**config.mk**
```make
export PLATFORM = sky130hd
export DESIGN_NAME = framed_serial_receiver
export DESIGN_NICKNAME = d
export VERILOG_FILES = /design/src/rtl/framed_serial_receiver_pkg.sv /design/src/rtl/framed_serial_receiver_secded_dec.sv /design/src/rtl/framed_serial_receiver.sv
export SDC_FILE = /design/constraint.sdc
export NUM_CORES = 1
export LEC_CHECK = 0
export CAP_MARGIN = 20
export CORE_UTILIZATION = 59
export CTS_CLUSTER_DIAMETER = 100
export DETAILED_ROUTE_END_ITERATION = 7
export HOLD_SLACK_MARGIN = 0.02
export PLACE_DENSITY = 0.79
export SLEW_MARGIN = 25
export SYNTH_ARGS = -nofsm -noshare
export SYNTH_HDL_FRONTEND = slang
export SYNTH_SLANG_ARGS = --single-unit
```
**constraint.sdc**
```tcl
create_clock -name clock -period 2.7 [get_ports clock]
set_input_delay 0.405 -clock clock [delete_from_list [all_inputs] [get_ports clock]]
set_output_delay 0.405 -clock clock [all_outputs]
set_load 0.005 [all_outputs]
```
**src/rtl/framed_serial_receiver_pkg.sv**
```systemverilog
// ---------------------------------------------------------------------------
// rx_pkg: shared definitions for the framed serial receiver.
//   secded_par_bits(dataW) : number of Hamming parity bits P for a payload
//   secded_data_pos(j)     : codeword index that carries payload bit j
//   rx_status_t            : per-word status {corrected, err}
//   IDLE_BIT/START_BIT/STOP_BIT : serial line levels
// ---------------------------------------------------------------------------
package rx_pkg;

    localparam logic IDLE_BIT  = 1'b0;
    localparam logic START_BIT = 1'b1;
    localparam logic STOP_BIT  = 1'b0;

    typedef struct packed {
        logic corrected;
        logic err;
    } rx_status_t;

    // Smallest P with 2^P >= dataW + P + 1. Scanning downward leaves the
    // smallest qualifying value in result.
    function automatic int secded_par_bits(input int dataW);
        int result;
        result = 7;
        for (int k = 7; k >= 1; k--) begin
            if ((1 << k) >= dataW + k + 1) begin
                result = k;
            end
        end
        return result;
    endfunction

    // Payload bits occupy the non-power-of-two indices in ascending order.
    function automatic int secded_data_pos(input int j);
        int cnt;
        int pos;
        cnt = 0;
        pos = 0;
        for (int i = 1; i < 64; i++) begin
            if ((i & (i - 1)) != 0) begin
                if (cnt == j && pos == 0) begin
                    pos = i;
                end
                cnt++;
            end
        end
        return pos;
    endfunction

endpackage

```
**src/rtl/framed_serial_receiver_secded_dec.sv**
```systemverilog
// ---------------------------------------------------------------------------
// secded_dec: combinational SECDED (extended Hamming) decoder.
//   code          in  CODE_W : received codeword, index i = Hamming position i,
//                              index 0 = overall even parity
//   data          out DATA_W : payload after single-bit correction
//   corrected     out 1      : a single-bit error was found (and fixed)
//   uncorrectable out 1      : double-bit error or impossible syndrome
// ---------------------------------------------------------------------------
module secded_dec
    import rx_pkg::*;
#(
    parameter  int DATA_W = 8,
    localparam int P      = secded_par_bits(DATA_W),
    localparam int CODE_W = DATA_W + P + 1
) (
    input  logic [CODE_W-1:0] code,
    output logic [DATA_W-1:0] data,
    output logic              corrected,
    output logic              uncorrectable
);

    logic [P-1:0] syndrome;
    logic         parityBad;
    logic         inRange;

    always_comb begin
        syndrome = '0;
        for (int i = 1; i < CODE_W; i++) begin
            if (code[i]) begin
                syndrome = syndrome ^ P'(i);
            end
        end
        parityBad = ^code;
        // With a single error the syndrome always names a real bit; a
        // syndrome past the end of the codeword can only come from 3+ errors.
        inRange       = int'(syndrome) < CODE_W;
        corrected     = parityBad && inRange;
        uncorrectable = ((syndrome != '0) && !parityBad) || (parityBad && !inRange);
    end

    // Only payload positions need the flip; a syndrome of 0 with bad parity
    // points at the overall parity bit and leaves the payload untouched.
    for (genvar j = 0; j < DATA_W; j++) begin : g_data
        localparam int POS = secded_data_pos(j);
        assign data[j] = code[POS] ^ (parityBad && (syndrome == P'(POS)));
    end

endmodule

```
**src/rtl/framed_serial_receiver.sv**
```systemverilog
// ---------------------------------------------------------------------------
// framed_serial_receiver: one-bit-per-clock framed serial receiver with
// optional SECDED decode and a first-word-fall-through output FIFO.
//   clock         in  1      : rising-edge clock
//   reset_n       in  1      : asynchronous active-low reset
//   serialIn      in  1      : serial line (idle low, start 1, stop 0)
//   out_data      out DATA_W : head payload, ERR_WORD if unusable, 0 if empty
//   out_corrected out 1      : head word had a corrected single-bit error
//   out_err       out 1      : head word is unusable
//   out_valid     out 1      : FIFO non-empty
//   out_ready     in  1      : consumer takes the head word
//   overflow      out 1      : sticky, a frame was dropped on a full FIFO
//   overflow_clr  in  1      : synchronous clear of overflow
// ---------------------------------------------------------------------------
module framed_serial_receiver
    import rx_pkg::*;
#(
    parameter int                DATA_W     = 8,
    parameter bit                ECC_EN     = 1'b1,
    parameter int                FIFO_DEPTH = 4,
    parameter logic [DATA_W-1:0] ERR_WORD   = 'h15
) (
    input  logic              clock,
    input  logic              reset_n,
    input  logic              serialIn,
    output logic [DATA_W-1:0] out_data,
    output logic              out_corrected,
    output logic              out_err,
    output logic              out_valid,
    input  logic              out_ready,
    output logic              overflow,
    input  logic              overflow_clr
);

    localparam int P       = secded_par_bits(DATA_W);
    localparam int CODE_W  = ECC_EN ? (DATA_W + P + 1) : DATA_W;
    localparam int FRAME_W = CODE_W + 2;
    localparam int CNT_W   = $clog2(FRAME_W);
    localparam int AW      = $clog2(FIFO_DEPTH);
    localparam int ENTRY_W = DATA_W + 2;

    localparam logic [0:0] ST_IDLE  = 1'b0;
    localparam logic [0:0] ST_SHIFT = 1'b1;

    logic [0:0]        state;
    logic [CNT_W-1:0]  bitCnt_p0;
    logic [CODE_W-1:0] shiftReg_p0;
    logic              frameDone;

    // ---- stage p0: start detect and bit shifting --------------------------
    // bitCnt_p0 counts frame bits already taken; the start bit is bit 0, so
    // the stop bit is on the line when the count reaches FRAME_W-1.
    assign frameDone = (state == ST_SHIFT) && (bitCnt_p0 == CNT_W'(FRAME_W - 1));

    always_ff @(posedge clock or negedge reset_n) begin
        if (!reset_n) begin
            state     <= ST_IDLE;
            bitCnt_p0 <= '0;
        end else begin
            case (state)
                ST_IDLE: begin
                    if (serialIn == START_BIT) begin
                        state     <= ST_SHIFT;
                        bitCnt_p0 <= CNT_W'(1);
                    end
                end
                default: begin
                    if (frameDone) begin
                        state     <= ST_IDLE;
                        bitCnt_p0 <= '0;
                    end else begin
                        bitCnt_p0 <= bitCnt_p0 + CNT_W'(1);
                    end
                end
            endcase
        end
    end

    // Code bits arrive MSB first, so shifting left lands bit CODE_W-1 at the top.
    always_ff @(posedge clock) begin
        if ((state == ST_SHIFT) && !frameDone) begin
            shiftReg_p0 <= {shiftReg_p0[CODE_W-2:0], serialIn};
        end
    end

    // ---- frame evaluation (combinational, at the stop-bit edge) -----------
    logic [DATA_W-1:0] decData;
    logic              decCorrected;
    logic              decUncorr;
    logic [DATA_W-1:0] wordData;
    rx_status_t        wordStatus;

    if (ECC_EN) begin : g_ecc
        secded_dec #(.DATA_W(DATA_W)) uDec (
            .code          (shiftReg_p0),
            .data          (decData),
            .corrected     (decCorrected),
            .uncorrectable (decUncorr)
        );
    end else begin : g_raw
        assign decData      = shiftReg_p0;
        assign decCorrected = 1'b0;
        assign decUncorr    = 1'b0;
    end

    // The stop bit is still on serialIn at the evaluation edge.
    always_comb begin
        wordStatus.err       = (serialIn != STOP_BIT) || decUncorr;
        wordStatus.corrected = decCorrected && !wordStatus.err;
        wordData             = wordStatus.err ? ERR_WORD : decData;
    end

    // ---- stage p1: output FIFO --------------------------------------------
    logic [ENTRY_W-1:0] fifoMem [FIFO_DEPTH];
    logic [AW:0]        wrPtr;
    logic [AW:0]        rdPtr;
    logic               fifoEmpty;
    logic               fifoFull;
    logic               doPop;
    logic               doPush;
    logic               dropEvent;
    logic [ENTRY_W-1:0] headEntry;

    assign fifoEmpty = (wrPtr == rdPtr);
    assign fifoFull  = (wrPtr[AW] != rdPtr[AW]) && (wrPtr[AW-1:0] == rdPtr[AW-1:0]);
    assign doPop     = !fifoEmpty && out_ready;
    // A pop frees the head slot on the same edge, so a full FIFO still accepts.
    assign doPush    = frameDone && (!fifoFull || doPop);
    assign dropEvent = frameDone && fifoFull && !doPop;

    always_ff @(posedge clock) begin
        if (doPush) begin
            fifoMem[wrPtr[AW-1:0]] <= {wordData, wordStatus};
        end
    end

    always_ff @(posedge clock or negedge reset_n) begin
        if (!reset_n) begin
            wrPtr    <= '0;
            rdPtr    <= '0;
            overflow <= 1'b0;
        end else begin
            if (doPush) begin
                wrPtr <= wrPtr + 1'b1;
            end
            if (doPop) begin
                rdPtr <= rdPtr + 1'b1;
            end
            // A new drop wins over a simultaneous clear.
            if (dropEvent) begin
                overflow <= 1'b1;
            end else if (overflow_clr) begin
                overflow <= 1'b0;
            end
        end
    end

    // Head is read straight from storage; outputs are forced to 0 when empty
    // so the storage itself needs no reset.
    assign headEntry     = fifoMem[rdPtr[AW-1:0]];
    assign out_valid     = !fifoEmpty;
    assign out_data      = fifoEmpty ? '0 : headEntry[ENTRY_W-1:2];
    assign out_corrected = !fifoEmpty && headEntry[1];
    assign out_err       = !fifoEmpty && headEntry[0];

endmodule

```
== Yosys cells after proc, flatten, opt, wreduce, memory -nomap -nowiden ==
Memory sizes are Yosys's and may differ from the RTL's.
Index checks and enable logic that the tools add are counted.
Storage, ports and cells
  memories kept: 1
  output and inout bits: 12
  RAM bits: 40
  register bits: 25
  word-level logic and storage cells: 101
  input port bits: 5
Memory list
  fifoMem: depth 4, bits a word 10, rd ports 1, clocked after memory_dff 0, wr ports 1, line framed_serial_receiver.sv:114  | logic [ENTRY_W-1:0] fifoMem [FIFO_DEPTH];
Cells by class
  equal/unequal tests: 12
  add/sub/neg operators: 3
  muxes and demuxes: 24
  bitwise operators: 19
  $lt $le $gt $ge: 1
  reductions and logical operators: 35
Operators with widths (count)
  $mux W4: 8
  $logic_and A1 B1 Y1: 21
  $eq A4 B4 Y1 const B: 5
  $mux W8: 2
  $reduce_xor A13 Y1: 1
  $eq A4 B3 Y1 const B: 3
  $mux W3: 4
  $not A2 Y2: 6
  $mux W1: 8
  $xor A1 B1 Y1: 8
  $logic_not A1 Y1: 7
  $add A3 B1 Y3 const B: 2
  $not A3 Y3: 2
  $add A4 B1 Y4 const B: 1
  $eq A4 B2 Y1 const B: 1
  $lt A4 B4 Y1 const B: 1
  $mux W2: 2
  $reduce_bool A2 Y1: 2
  $reduce_bool A4 Y1: 1
  $eq A3 B3 Y1: 1
  $logic_or A1 B1 Y1: 3
  $not A1 Y1 const A: 3
  $eq A2 B2 Y1: 1
  $ne A1 B1 Y1: 1

== Depth between registers and ports, before layout ==
  depth in word-level cells: 27
  gate-level depth with buffers: 7

== Cells and area by module ==
A second synthesis with hierarchy kept.
Second synthesis, totals
  cell total of the unflattened synthesis: 203
  area, all modules: 3140.5 um^2
By module, submodules not included
  framed_serial_receiver: area an instance 2618.8 um^2, cells an instance 147, sequential area each 1891.8 um^2, instances 1
  secded_dec: area an instance 521.8 um^2, cells an instance 56, sequential area each 0.0 um^2, instances 1

== Worst setup path before layout ==
OpenSTA, ideal clock, no wires.
  kind: reg2reg
  start point: register shiftReg_p0[11]
  end point: memory fifoMem[0][2] (netlist bit), data pin
  arrival: 1.882 ns
  stages on the path, launching flop included: 7
  setup slack: 0.549 ns
  clock period less this slack: 2.151 ns
  path buffers: 0
  path through: edfxtp_1 xnor2_1 xnor3_1 nor2_1 o21ai_0 o22a_4 nand2b_1
RTL lines
  start, declared: line framed_serial_receiver.sv:47  | logic [CODE_W-1:0] shiftReg_p0;
  start signal, assigned: line framed_serial_receiver.sv:82  | shiftReg_p0 <= {shiftReg_p0[CODE_W-2:0], serialIn};
  end, declared: line framed_serial_receiver.sv:114

== Final worst setup path ==
  start point: register rdPtr[0]
  end point: output port out_data[5]
Between the ends
  word-level cells in the longest chain between the ends: 2
  elaborated cells on any way between the ends: 3
  those cells by class: eq/ne (1); mux (1); memory (1)
Ends and longest elaborated chain
  start, declared: line framed_serial_receiver.sv:116  | logic [AW:0] rdPtr;
  start signal, assigned: line framed_serial_receiver.sv:147  | rdPtr <= rdPtr + 1'b1;
  $mem_v2 Z4 W10 or $eq A3 B3 Y1 (tied branches)
  $mux W8 (*): line framed_serial_receiver.sv:162  | assign out_data = fifoEmpty ? '0 : headEntry[ENTRY_W-1:2];
  end, declared: line framed_serial_receiver.sv:26  | output logic [DATA_W-1:0] out_data,
Every way passes the cells marked *; elsewhere a longest branch is shown, timed or not.

==> summary.txt <==
H-tree depth - 3
Die W - 74.41 um
Final Cycle Share - 96.27%
hpwl dp - 3706 um
post-layout net count - 248
Global Route met2 Usage - 37.94%
Clock transition at path regs - 0.07 ns
largest cells by area after synthesis - edfxtp_1 (51%), dfrtp_1 (9.7%), mux4_2 (7.3%)
status - finished, final reports clean
Reg-to-Reg End - fifoMem[3][8]
unrepaired setup endpoints after global routing - false
Post-Synth XOR/XNOR Area - 12.86%
ANT cells - 0
Post-synth EDFFs - 53
worst-path fanout max - 10
Hold Buf Count CTS - 0
async set-reset flop share out of synthesis - 18.46%
Layout Cells excl Fill - 308
Final Wtd Congestion - 0.8628
Yosys top cell by area - edfxtp_1
Top Usage Layer GRT - met2
share of layout cells above drive strength 1 - 15.35%
initial drt markers - 117
Via density - 5.825
DRC - 0
commonest non-fill, non-tap cell in the layout - edfxtp_1
Worst setup EP type - output port
arrival time at the worst endpoint - 2.19 ns
vias in the first global route - 1761
CTS tree - yes
Slew HR - 55.91%
area of the mapped netlist - 0.003093 mm2
final hold vios - 0
largest family of logic cells by synthesized area - XOR/XNOR gates
Core Util, Final - 72.74%
Synth Area in Simple Gates - 10.15%
Seq cells post-synth - 65
worst-case reg-to-reg path depth - 6
DRT Pass-1 Iters - 4
average size of a mapped cell - 14.94 um2
M3 GR Usage - 7.317%
Overflow after GRT - 0
antenna-violating nets left - 0
Initial Util - 63.38%
FF-to-FF Start - shiftReg_p0[11]
Post-CTS Resized - 0
Core Rows - 25
syn nets - 219
kind of critical path - reg -> out
Ports - 17
Hold WC Path Type - in -> async
clock root cell - clkbuf_8
routed vias - 1794
commonest cells after routing, fill and taps aside - edfxtp_1 (53), xnor2_1 (21), clkdlybuf4s50_1 (16)
clk_skew - 0.008497 ns
cts bufs inserted - 9
Post-synth top flop - edfxtp_1
global-route wire length before repair - 8659 um
Setup-failing EPs final - 0
Final min period - 2.599 ns
yosys warns - 0
CP required - 2.30 ns
post-synthesis mux area share - 7.646%
Synth-to-Final Area Change - 14.77%
Die H - 74.41 um
CP startpoint kind - flip-flop
Clock Latency Late Sink - 0.33 ns
max_cap viols - 0
Netlist cell types - 31
post-synthesis adder-cell area fraction - 2.832%
Core Region - 0.004880 mm2
Synth Area in Compound Gates - 4.126%
die area - 0.005536 mm2
Post-CTS Setup Bufs - 0
register-to-register setup slack - 0.22 ns
DP Cell Count - 292
Syn Inst Count - 207
f_max - 0.3847 GHz
Slew Viols, Final - 0
slew at the pin closest to its max-slew limit - 0.6566 ns
Avg WL per Cell - 17.73 um
I/O Buffers - 16
Yosys top cell area share - 51.46%
GRT met1 Usage - 26.98%
Clock Path Buffers - 2
initial antenna violation count - 0
Routed Wire Length - 5462 um
largest net degree at the start of global routing - 14
sequential area share after synthesis - 61.17%
Fin Setup TNS - 0 ns
overall routing resource usage - 22.52%
CTS Sinks - 65
metal layers:
metal | part of all wire, % | vias to the layer above
li1 | - | 823
met1 | 41 | 899
met2 | 53 | 64
met3 | 4.9 | 8
met4 | 1.2 | 0
met5 | 0 | -
how the worst max path moves through the flow:
stage	startpoint	to	cells after the start
2_1_floorplan	shiftReg_p0[11]	fifoMem[0][2]	6
3_3_place_gp	shiftReg_p0[7]	fifoMem[0][3]	6
3_5_place_dp	shiftReg_p0[11]	fifoMem[1][8]	6
4_1_cts	rdPtr[0]	out_data[5]	4
5_1_grt	rdPtr[0]	out_data[7]	4
6_report	rdPtr[0]	out_data[5]	4
cell usage after synthesis (all sizes together) (7+ instances only):
master,n
edfxtp,53
xnor2,24
and2,14
dfrtp,12
nor2,11
mux4,10
nand2,10
a21oi,9
ha,7
inv,7
nand3,7
o21ai,7
flip-flops by register name (all words and copies together), names as in the netlist:
| name | cells |
|---|---|
| bitCnt_p0 | 4 |
| rdPtr | 3 |
| shiftReg_p0 | 13 |
| wrPtr | 3 |
| overflow | 1 |
| fifoMem | 40 |
| state | 1 |
stage by stage:
stage / hold WS [ns] / cell area, um2 / setup WS [ns]
finish: 0.4283 / 3550 / 0.1006
floorplan: 0.1094 / 3093 / 0.5487
global placement: 0.4655 / 3363 / 0.4134
global route: 0.4616 / 3550 / 0.001818
CTS: 0.4350 / 3542 / 0.06143
detailed placement: 0.4697 / 3363 / 0.2207
critical path, stage by stage, from the launching register on:
cell	delay (ns)
dfrtp_1	0.43
buf_4	0.27
mux4_2	0.53
and2_1	0.18
clkdlybuf4s50_1	0.44
final cells by class:
type | instances | area [um2]
Inverter | 7 | 26.28
Fill cell | 320 | 1330
Multi-Input combinational cell | 132 | 1171
Clock buffer | 12 | 135.1
Clock inverter | 4 | 43.79
Timing Repair Buffer | 21 | 197.7
Tap cell | 67 | 83.83
Sequential cell | 65 | 1892
cell families after synthesis:
kind of cell / count (synthesis)
adders and majority gates: 7
xor gates and xnor gates: 34
and+or+nand+nor: 59
AOI/OAI and AO/OA: 21
buffers and inverters: 10
muxes: 11
DFF: 65
Power is left out: the tool's default activity adds up to more than one toggle a clock period on the data nets, which glitch-free logic cannot reach.
